`src/rtl/seq_det_if.sv`:
```
// Control/serial-data bundle for the programmable pattern detector.
// The master side drives configuration, control and serial bits; the slave side returns status.
interface seq_det_if #(
  parameter int unsigned MAX_LEN = 8,
  parameter int unsigned LEN_W   = $clog2(MAX_LEN) + 1,
  parameter int unsigned CNT_W   = 8
);
  logic               cfg_we;
  logic [MAX_LEN-1:0] cfg_pattern;
  logic [LEN_W-1:0]   cfg_len;
  logic               cfg_overlap;
  logic [CNT_W-1:0]   cfg_thresh;
  logic               start;
  logic               stop;
  logic               bit_valid;
  logic               bit_in;
  logic               busy;
  logic               match;
  logic [CNT_W-1:0]   match_cnt;
  logic               done;
  logic               cfg_err;

  modport master (
    output cfg_we, cfg_pattern, cfg_len, cfg_overlap, cfg_thresh,
    output start, stop, bit_valid, bit_in,
    input  busy, match, match_cnt, done, cfg_err
  );

  modport slave (
    input  cfg_we, cfg_pattern, cfg_len, cfg_overlap, cfg_thresh,
    input  start, stop, bit_valid, bit_in,
    output busy, match, match_cnt, done, cfg_err
  );
endinterface

```
`src/rtl/seq_det_ctrl.sv`:
```
// Run-time programmable serial pattern detector with IDLE/RUN/DONE sequencer,
// match counter and threshold termination. All outputs are registered.
module seq_det_ctrl #(
  parameter int unsigned MAX_LEN = 8,
  parameter int unsigned LEN_W   = $clog2(MAX_LEN) + 1,
  parameter int unsigned CNT_W   = 8
) (
  input logic     clk,
  input logic     rst,
  seq_det_if.slave bus
);

  typedef enum logic [1:0] {
    S_IDLE = 2'd0,
    S_RUN  = 2'd1,
    S_DONE = 2'd2
  } state_t;

  state_t             state_q, state_d;
  logic [MAX_LEN-1:0] pat_q, pat_d;
  logic [LEN_W-1:0]   len_q, len_d;
  logic               ovl_q, ovl_d;
  logic [CNT_W-1:0]   thr_q, thr_d;
  logic [MAX_LEN-1:0] hist_q, hist_d;
  logic [LEN_W-1:0]   seen_q, seen_d;
  logic [CNT_W-1:0]   cnt_q, cnt_d;
  logic               match_q, match_d;
  logic               busy_q, busy_d;
  logic               done_q, done_d;
  logic               err_q, err_d;

  logic [MAX_LEN-1:0] new_hist;
  logic [MAX_LEN-1:0] mask;
  logic [LEN_W:0]     seen_inc;
  logic [CNT_W-1:0]   cnt_plus;
  logic               hit;
  logic               cfg_legal;

  always_ff @(posedge clk) begin
    if (rst) begin
      state_q <= S_IDLE;
      pat_q   <= '0;
      len_q   <= LEN_W'(1);
      ovl_q   <= 1'b1;
      thr_q   <= '0;
      hist_q  <= '0;
      seen_q  <= '0;
      cnt_q   <= '0;
      match_q <= 1'b0;
      busy_q  <= 1'b0;
      done_q  <= 1'b0;
      err_q   <= 1'b0;
    end else begin
      state_q <= state_d;
      pat_q   <= pat_d;
      len_q   <= len_d;
      ovl_q   <= ovl_d;
      thr_q   <= thr_d;
      hist_q  <= hist_d;
      seen_q  <= seen_d;
      cnt_q   <= cnt_d;
      match_q <= match_d;
      busy_q  <= busy_d;
      done_q  <= done_d;
      err_q   <= err_d;
    end
  end

  always_comb begin
    state_d  = state_q;
    pat_d    = pat_q;
    len_d    = len_q;
    ovl_d    = ovl_q;
    thr_d    = thr_q;
    hist_d   = hist_q;
    seen_d   = seen_q;
    cnt_d    = cnt_q;
    err_d    = err_q;
    match_d  = 1'b0;
    mask     = '0;

    new_hist = {hist_q[MAX_LEN-2:0], bus.bit_in};
    for (int unsigned i = 0; i < MAX_LEN; i++) begin
      mask[i] = (i < 32'(len_q));
    end
    // Hit is judged on the history as it will be after this bit is shifted in.
    seen_inc  = {1'b0, seen_q} + (LEN_W+1)'(1);
    hit       = (seen_inc >= {1'b0, len_q}) && ((new_hist & mask) == (pat_q & mask));
    cnt_plus  = cnt_q + CNT_W'(1);
    cfg_legal = (bus.cfg_len != '0) && (32'(bus.cfg_len) <= MAX_LEN);

    case (state_q)
      S_IDLE: begin
        if (bus.cfg_we) begin
          if (cfg_legal) begin
            pat_d = bus.cfg_pattern;
            len_d = bus.cfg_len;
            ovl_d = bus.cfg_overlap;
            thr_d = bus.cfg_thresh;
            err_d = 1'b0;
          end else begin
            err_d = 1'b1;
          end
        end else if (bus.start && !err_q) begin
          state_d = S_RUN;
          cnt_d   = '0;
          hist_d  = '0;
          seen_d  = '0;
        end
      end
      S_RUN: begin
        if (bus.stop) begin
          state_d = S_IDLE;
        end else if (bus.bit_valid) begin
          hist_d = new_hist;
          if (32'(seen_q) < MAX_LEN) seen_d = seen_q + LEN_W'(1);
          if (hit) begin
            match_d = 1'b1;
            if (cnt_q != '1) cnt_d = cnt_plus;
            if (!ovl_q) seen_d = '0;
            if ((thr_q != '0) && (cnt_plus == thr_q)) state_d = S_DONE;
          end
        end
      end
      S_DONE: begin
        if (bus.stop) begin
          state_d = S_IDLE;
        end else if (bus.start) begin
          state_d = S_RUN;
          cnt_d   = '0;
          hist_d  = '0;
          seen_d  = '0;
        end
      end
      default: state_d = S_IDLE;
    endcase

    busy_d = (state_d == S_RUN);
    done_d = (state_d == S_DONE);
  end

  assign bus.busy      = busy_q;
  assign bus.match     = match_q;
  assign bus.match_cnt = cnt_q;
  assign bus.done      = done_q;
  assign bus.cfg_err   = err_q;

endmodule

```
`src/flat_wrapper.sv`:
```
// flat-port wrapper written by rule: the top's interface ports become plain ports
module seq_det_ctrl_flat 
#(
  parameter int unsigned MAX_LEN = 8,
  parameter int unsigned LEN_W   = $clog2(MAX_LEN) + 1,
  parameter int unsigned CNT_W   = 8
)
  (clk, rst, bus_cfg_we, bus_cfg_pattern, bus_cfg_len, bus_cfg_overlap, bus_cfg_thresh, bus_start, bus_stop, bus_bit_valid, bus_bit_in, bus_busy, bus_match, bus_match_cnt, bus_done, bus_cfg_err);
  seq_det_if #(.MAX_LEN(MAX_LEN), .LEN_W(LEN_W), .CNT_W(CNT_W)) bus_i ();
  input logic clk;
  input logic rst;
  input wire logic [$bits(bus_i.cfg_we)-1:0] bus_cfg_we;
  input wire logic [$bits(bus_i.cfg_pattern)-1:0] bus_cfg_pattern;
  input wire logic [$bits(bus_i.cfg_len)-1:0] bus_cfg_len;
  input wire logic [$bits(bus_i.cfg_overlap)-1:0] bus_cfg_overlap;
  input wire logic [$bits(bus_i.cfg_thresh)-1:0] bus_cfg_thresh;
  input wire logic [$bits(bus_i.start)-1:0] bus_start;
  input wire logic [$bits(bus_i.stop)-1:0] bus_stop;
  input wire logic [$bits(bus_i.bit_valid)-1:0] bus_bit_valid;
  input wire logic [$bits(bus_i.bit_in)-1:0] bus_bit_in;
  output wire logic [$bits(bus_i.busy)-1:0] bus_busy;
  output wire logic [$bits(bus_i.match)-1:0] bus_match;
  output wire logic [$bits(bus_i.match_cnt)-1:0] bus_match_cnt;
  output wire logic [$bits(bus_i.done)-1:0] bus_done;
  output wire logic [$bits(bus_i.cfg_err)-1:0] bus_cfg_err;
  assign bus_i.cfg_we = bus_cfg_we;
  assign bus_i.cfg_pattern = bus_cfg_pattern;
  assign bus_i.cfg_len = bus_cfg_len;
  assign bus_i.cfg_overlap = bus_cfg_overlap;
  assign bus_i.cfg_thresh = bus_cfg_thresh;
  assign bus_i.start = bus_start;
  assign bus_i.stop = bus_stop;
  assign bus_i.bit_valid = bus_bit_valid;
  assign bus_i.bit_in = bus_bit_in;
  assign bus_busy = bus_i.busy;
  assign bus_match = bus_i.match;
  assign bus_match_cnt = bus_i.match_cnt;
  assign bus_done = bus_i.done;
  assign bus_cfg_err = bus_i.cfg_err;
  seq_det_ctrl #(.MAX_LEN(MAX_LEN), .LEN_W(LEN_W), .CNT_W(CNT_W)) u_core (.clk(clk), .rst(rst), .bus(bus_i));
endmodule
```
`config.mk`:
```
export PLATFORM = sky130hd
export DESIGN_NAME = seq_det_ctrl_flat
export DESIGN_NICKNAME = d
export VERILOG_FILES = /design/src/rtl/seq_det_if.sv /design/src/rtl/seq_det_ctrl.sv /design/src/flat_wrapper.sv
export SDC_FILE = /design/constraint.sdc
export NUM_CORES = 1
export LEC_CHECK = 0
export BUFFER_PORTS_ARGS = -buffer_cell sky130_fd_sc_hd__buf_2
export CELL_PAD_IN_SITES_DETAIL_PLACEMENT = 0
export CELL_PAD_IN_SITES_GLOBAL_PLACEMENT = 1
export CORE_MARGIN = 2
export CORE_UTILIZATION = 42
export CTS_CLUSTER_DIAMETER = 80
export CTS_CLUSTER_SIZE = 30
export DETAILED_ROUTE_END_ITERATION = 6
export PLACE_DENSITY = 0.9
export SYNTH_ARGS = -nofsm -noshare
export SYNTH_HDL_FRONTEND = slang
export SYNTH_SLANG_ARGS = --single-unit
```
`constraint.sdc`:
```
create_clock -name clk -period 2.9 [get_ports clk]
set_input_delay 0 -clock clk [delete_from_list [all_inputs] [get_ports clk]]
set_output_delay 0 -clock clk [all_outputs]
set_load 0.01 [all_outputs]
```
==> results.cfg <==
[layout]
final_cell_mix = 46 x dfxtp_1, 39 x buf_2, 26 x nor2_1, 25 x nand2_1, 24 x dlygate4sd3_1
nets = 367
fill_cells = 521
final_area_um2 = 3008
areaGrowthSynthToFinish_pct = 26.39
final_common_cell = dfxtp_1
layout-drive-gt1-share = 0.1892
diodes = 0

[place]
gp_congestion = 0.8640
port_buffers = 39
dp_worst_setup_slack_ns = 0.3870
dp_hpwl_um = 3827
place_area_um2 = 2658

[clocking]
clock_sinks = 46
worst_skew_pair.late_latency_ns = 0.29
cts_buffers = 5
cts_resized = 0
htreeDepth = 2
cts_buffer_depth = 2
cts_tree = done
cts_root_buf = clkbuf_8
clk_pin_slew_ns = 0.09

[floorplan]
dieHeight_um = 79.28
ios = 40
start_util = 0.4348
core_area_um2 = 5473
die_area_um2 = 6285
rows = 27
fp.dieW_um = 79.28

[power_and_ir_drop]
power.switching_uw = 331.7
powerDensity_nw_per_um2 = 445.6
comb_power_share = 0.142
switching_share = 0.2474
p_int_mw = 1.009
ir_drop_mv = 0.3872
p_seq_frac = 0.503
clkPwrFrac = 0.354
total_power_mw = 1.340
p_leak_nw = 1.307

[detailed_routing]
ant_nets = 0
viasPerCell = 5.314
avgRoutedWirePerCell_um = 13.57
drt_first_pass_iters = 4
wl_um = 5496
drt-initial-drc-count = 119
num_vias = 2152
drc = 0

[global_route]
grt_overflow_total = 0
grt_first_pass_wirelength_um = 9170
first_global_vias = 2031
grt.total_usage = 0.1845
grt_antenna_before_repair = 0
grt_max_degree = 32

[setup_path]
reg2reg_slack_ns = 0.38
critPathLaunchType = flop
path_cells = nand3_1 -> ha_1 -> ha_1 -> o21ai_0 -> o21ai_0 -> o211ai_4 -> o311a_4 -> mux2_4
path_buf_inv = 0
critical-path-top-delay-family = compound AO/OA/AOI/OAI gates
crit_start = u_core.seen_q[2]$_SDFFE_PP0P_
arrival_ns = 2.70
cpMaxStageDelayCell = dfxtp_1
cpPeakStageDelay_ns = 0.44
cp.required_ns = 3.08
crit_path_end_kind = flop
path_class = flop to flop
r2r_end = u_core.bus.match_cnt[0]$_SDFFE_PP0P_
crit_fanout = 8
worstReg2RegStart = u_core.seen_q[2]$_SDFFE_PP0P_
worst-r2r-cell-count = 8

[yosys]
netlist-cell-type-count = 47
syn-num-nets = 303
syn_area_um2 = 2380
yosys_warnings = 0
syn_avg_cell_area_um2 = 8.880
synth_edf_count = 0
ys_seq_elements = 46
synthArstFlopShare = 0
seq_area_frac_synth = 0.3870
synth_flop_cell = dfxtp_1
syn_inst = 268

[worst_hold_path]
min_to = u_core.bus.done$_SDFF_PP0_
hold_path_depth = 4
hold_start = bus_stop
hp-class = primary input to flop

[timing]
period_share = 0.8676
fin_worst_skew_ns = 0.008721
hold_ws_ns = 0.03745
setup_ws_ns = 0.3840
finalSetupViolations = 0
rsz0062_at_grt = no
hold_viol_final = 0
fin_crit_ns = 2.516
maxSlewViolCount = 0
slew_headroom = 0.5920
clock.fmax_ghz = 0.3975
tns_ns = 0
worst_pin_slew_ns = 0.6114

[flow_run]
cap_violations = 0

[outcome]
status = finished clean
power by group through the flow:
stage | Clock (mW) | Combinational (mW) | Sequential [mW]
after floorplan | 0 | 0.117 | 0.683
after global placement | 0 | 0.163 | 0.688
after detailed placement | 0 | 0.164 | 0.689
after CTS | 0.480 | 0.189 | 0.674
after global routing | 0.506 | 0.209 | 0.678
final | 0.475 | 0.191 | 0.675
cells by family (layout without fill, tap and decap cells):
group,Yosys count,in the layout,synth area share
buf+inv,18,83,0.02839
xor+xnor,21,21,0.07728
mux,23,23,0.09884
simple gates,94,94,0.1924
flops,46,46,0.3870
compound gates,59,59,0.1793
fa+ha+maj,7,7,0.03680
layout make-up:
class | instances | area [um^2] | share of cell area
clock inverters | 2 | 37.54 | 0.01248
repair buffers | 67 | 465.4 | 0.1547
well taps | 72 | 90.09 | 0.02995
multi-input cells | 204 | 1391 | 0.4626
inverters | 8 | 30.03 | 0.009983
clock buffers | 6 | 72.57 | 0.02413
flip-flops and latches | 46 | 920.9 | 0.3062
worst register-to-register path, delay by kind of cell, from the launching register on:
| kind | cells | cell delay (ns) |
|---|---|---|
| muxes | 1 | 0.26 |
| adders and majority gates | 2 | 0.57 |
| and+or+nand+nor | 1 | 0.12 |
| AOI/OAI and AO/OA | 4 | 1.02 |
| DFF | 1 | 0.44 |
cells in the mapped netlist (all sizes together) (2+ instances only):
master,instances,area [um^2]
nand3,9,45.04
ha,7,87.58
o2111ai,2,17.52
inv,8,30.03
clkbuf,8,30.03
a211oi,2,15.01
dfxtp,46,920.9
and2,2,12.51
nand2,25,93.84
and3,2,12.51
mux2i,22,220.2
xnor2,10,87.58
nor2,26,97.59
o211ai,3,36.28
nor3,7,35.03
buf,2,7.510
a31oi,6,37.54
o21ai,10,50.05
o2bb2ai,4,35.03
nand2b,7,43.79
a21o,5,42.54
or2,2,12.51
a21oi,18,90.09
xor2,11,96.34
nor2b,3,18.77
nor4,2,12.51
worst max path at each step:
| stage | endpoint | slack (ns) | depth (start not counted) |
|---|---|---|---|
| after global placement | u_core.bus.match_cnt[0]$_SDFFE_PP0P_ | 0.42 | 8 |
| after floorplan | u_core.bus.match_cnt[0]$_SDFFE_PP0P_ | 0.54 | 8 |
| after global routing | u_core.state_q[0]$_SDFF_PP0_ | 0.23 | 8 |
| after detailed placement | u_core.bus.match_cnt[0]$_SDFFE_PP0P_ | 0.39 | 8 |
| after CTS | u_core.bus.match_cnt[0]$_SDFFE_PP0P_ | 0.36 | 8 |
| final | u_core.bus.match_cnt[0]$_SDFFE_PP0P_ | 0.38 | 8 |
through the flow:
stage | utilization | instances
after floorplan | - | 268
after detailed placement | 0.4856 | 373
after global placement | 0.4856 | 373
after global routing | 0.5496 | 405
final | 0.5496 | 405
after CTS | 0.5496 | 405
routing by layer:
layer / wire, um / GRT usage
met4: 123 / 0.07069
met1: 2493 / 0.2293
met2: 2646 / 0.3178
met3: 232 / 0.03182
met5: 0 / 0
state kept, by name (all words and copies together), names as in the netlist:
register and flops:
u_core.bus.match 1, u_core.bus.busy 1, u_core.bus.cfg_err 1, u_core.thr_q 8
u_core.pat_q 8, u_core.hist_q 7, u_core.state_q 2, u_core.len_q 4
u_core.seen_q 4, u_core.bus.done 1, u_core.ovl_q 1, u_core.bus.match_cnt 8
timing repair:
item | 4_1_cts | 5_1_grt
setup buffers | 0 | 0
hold buffers | 24 | 0
endpoints found under the hold margin | 26 | 0
(Power assumes the default switching activity.)
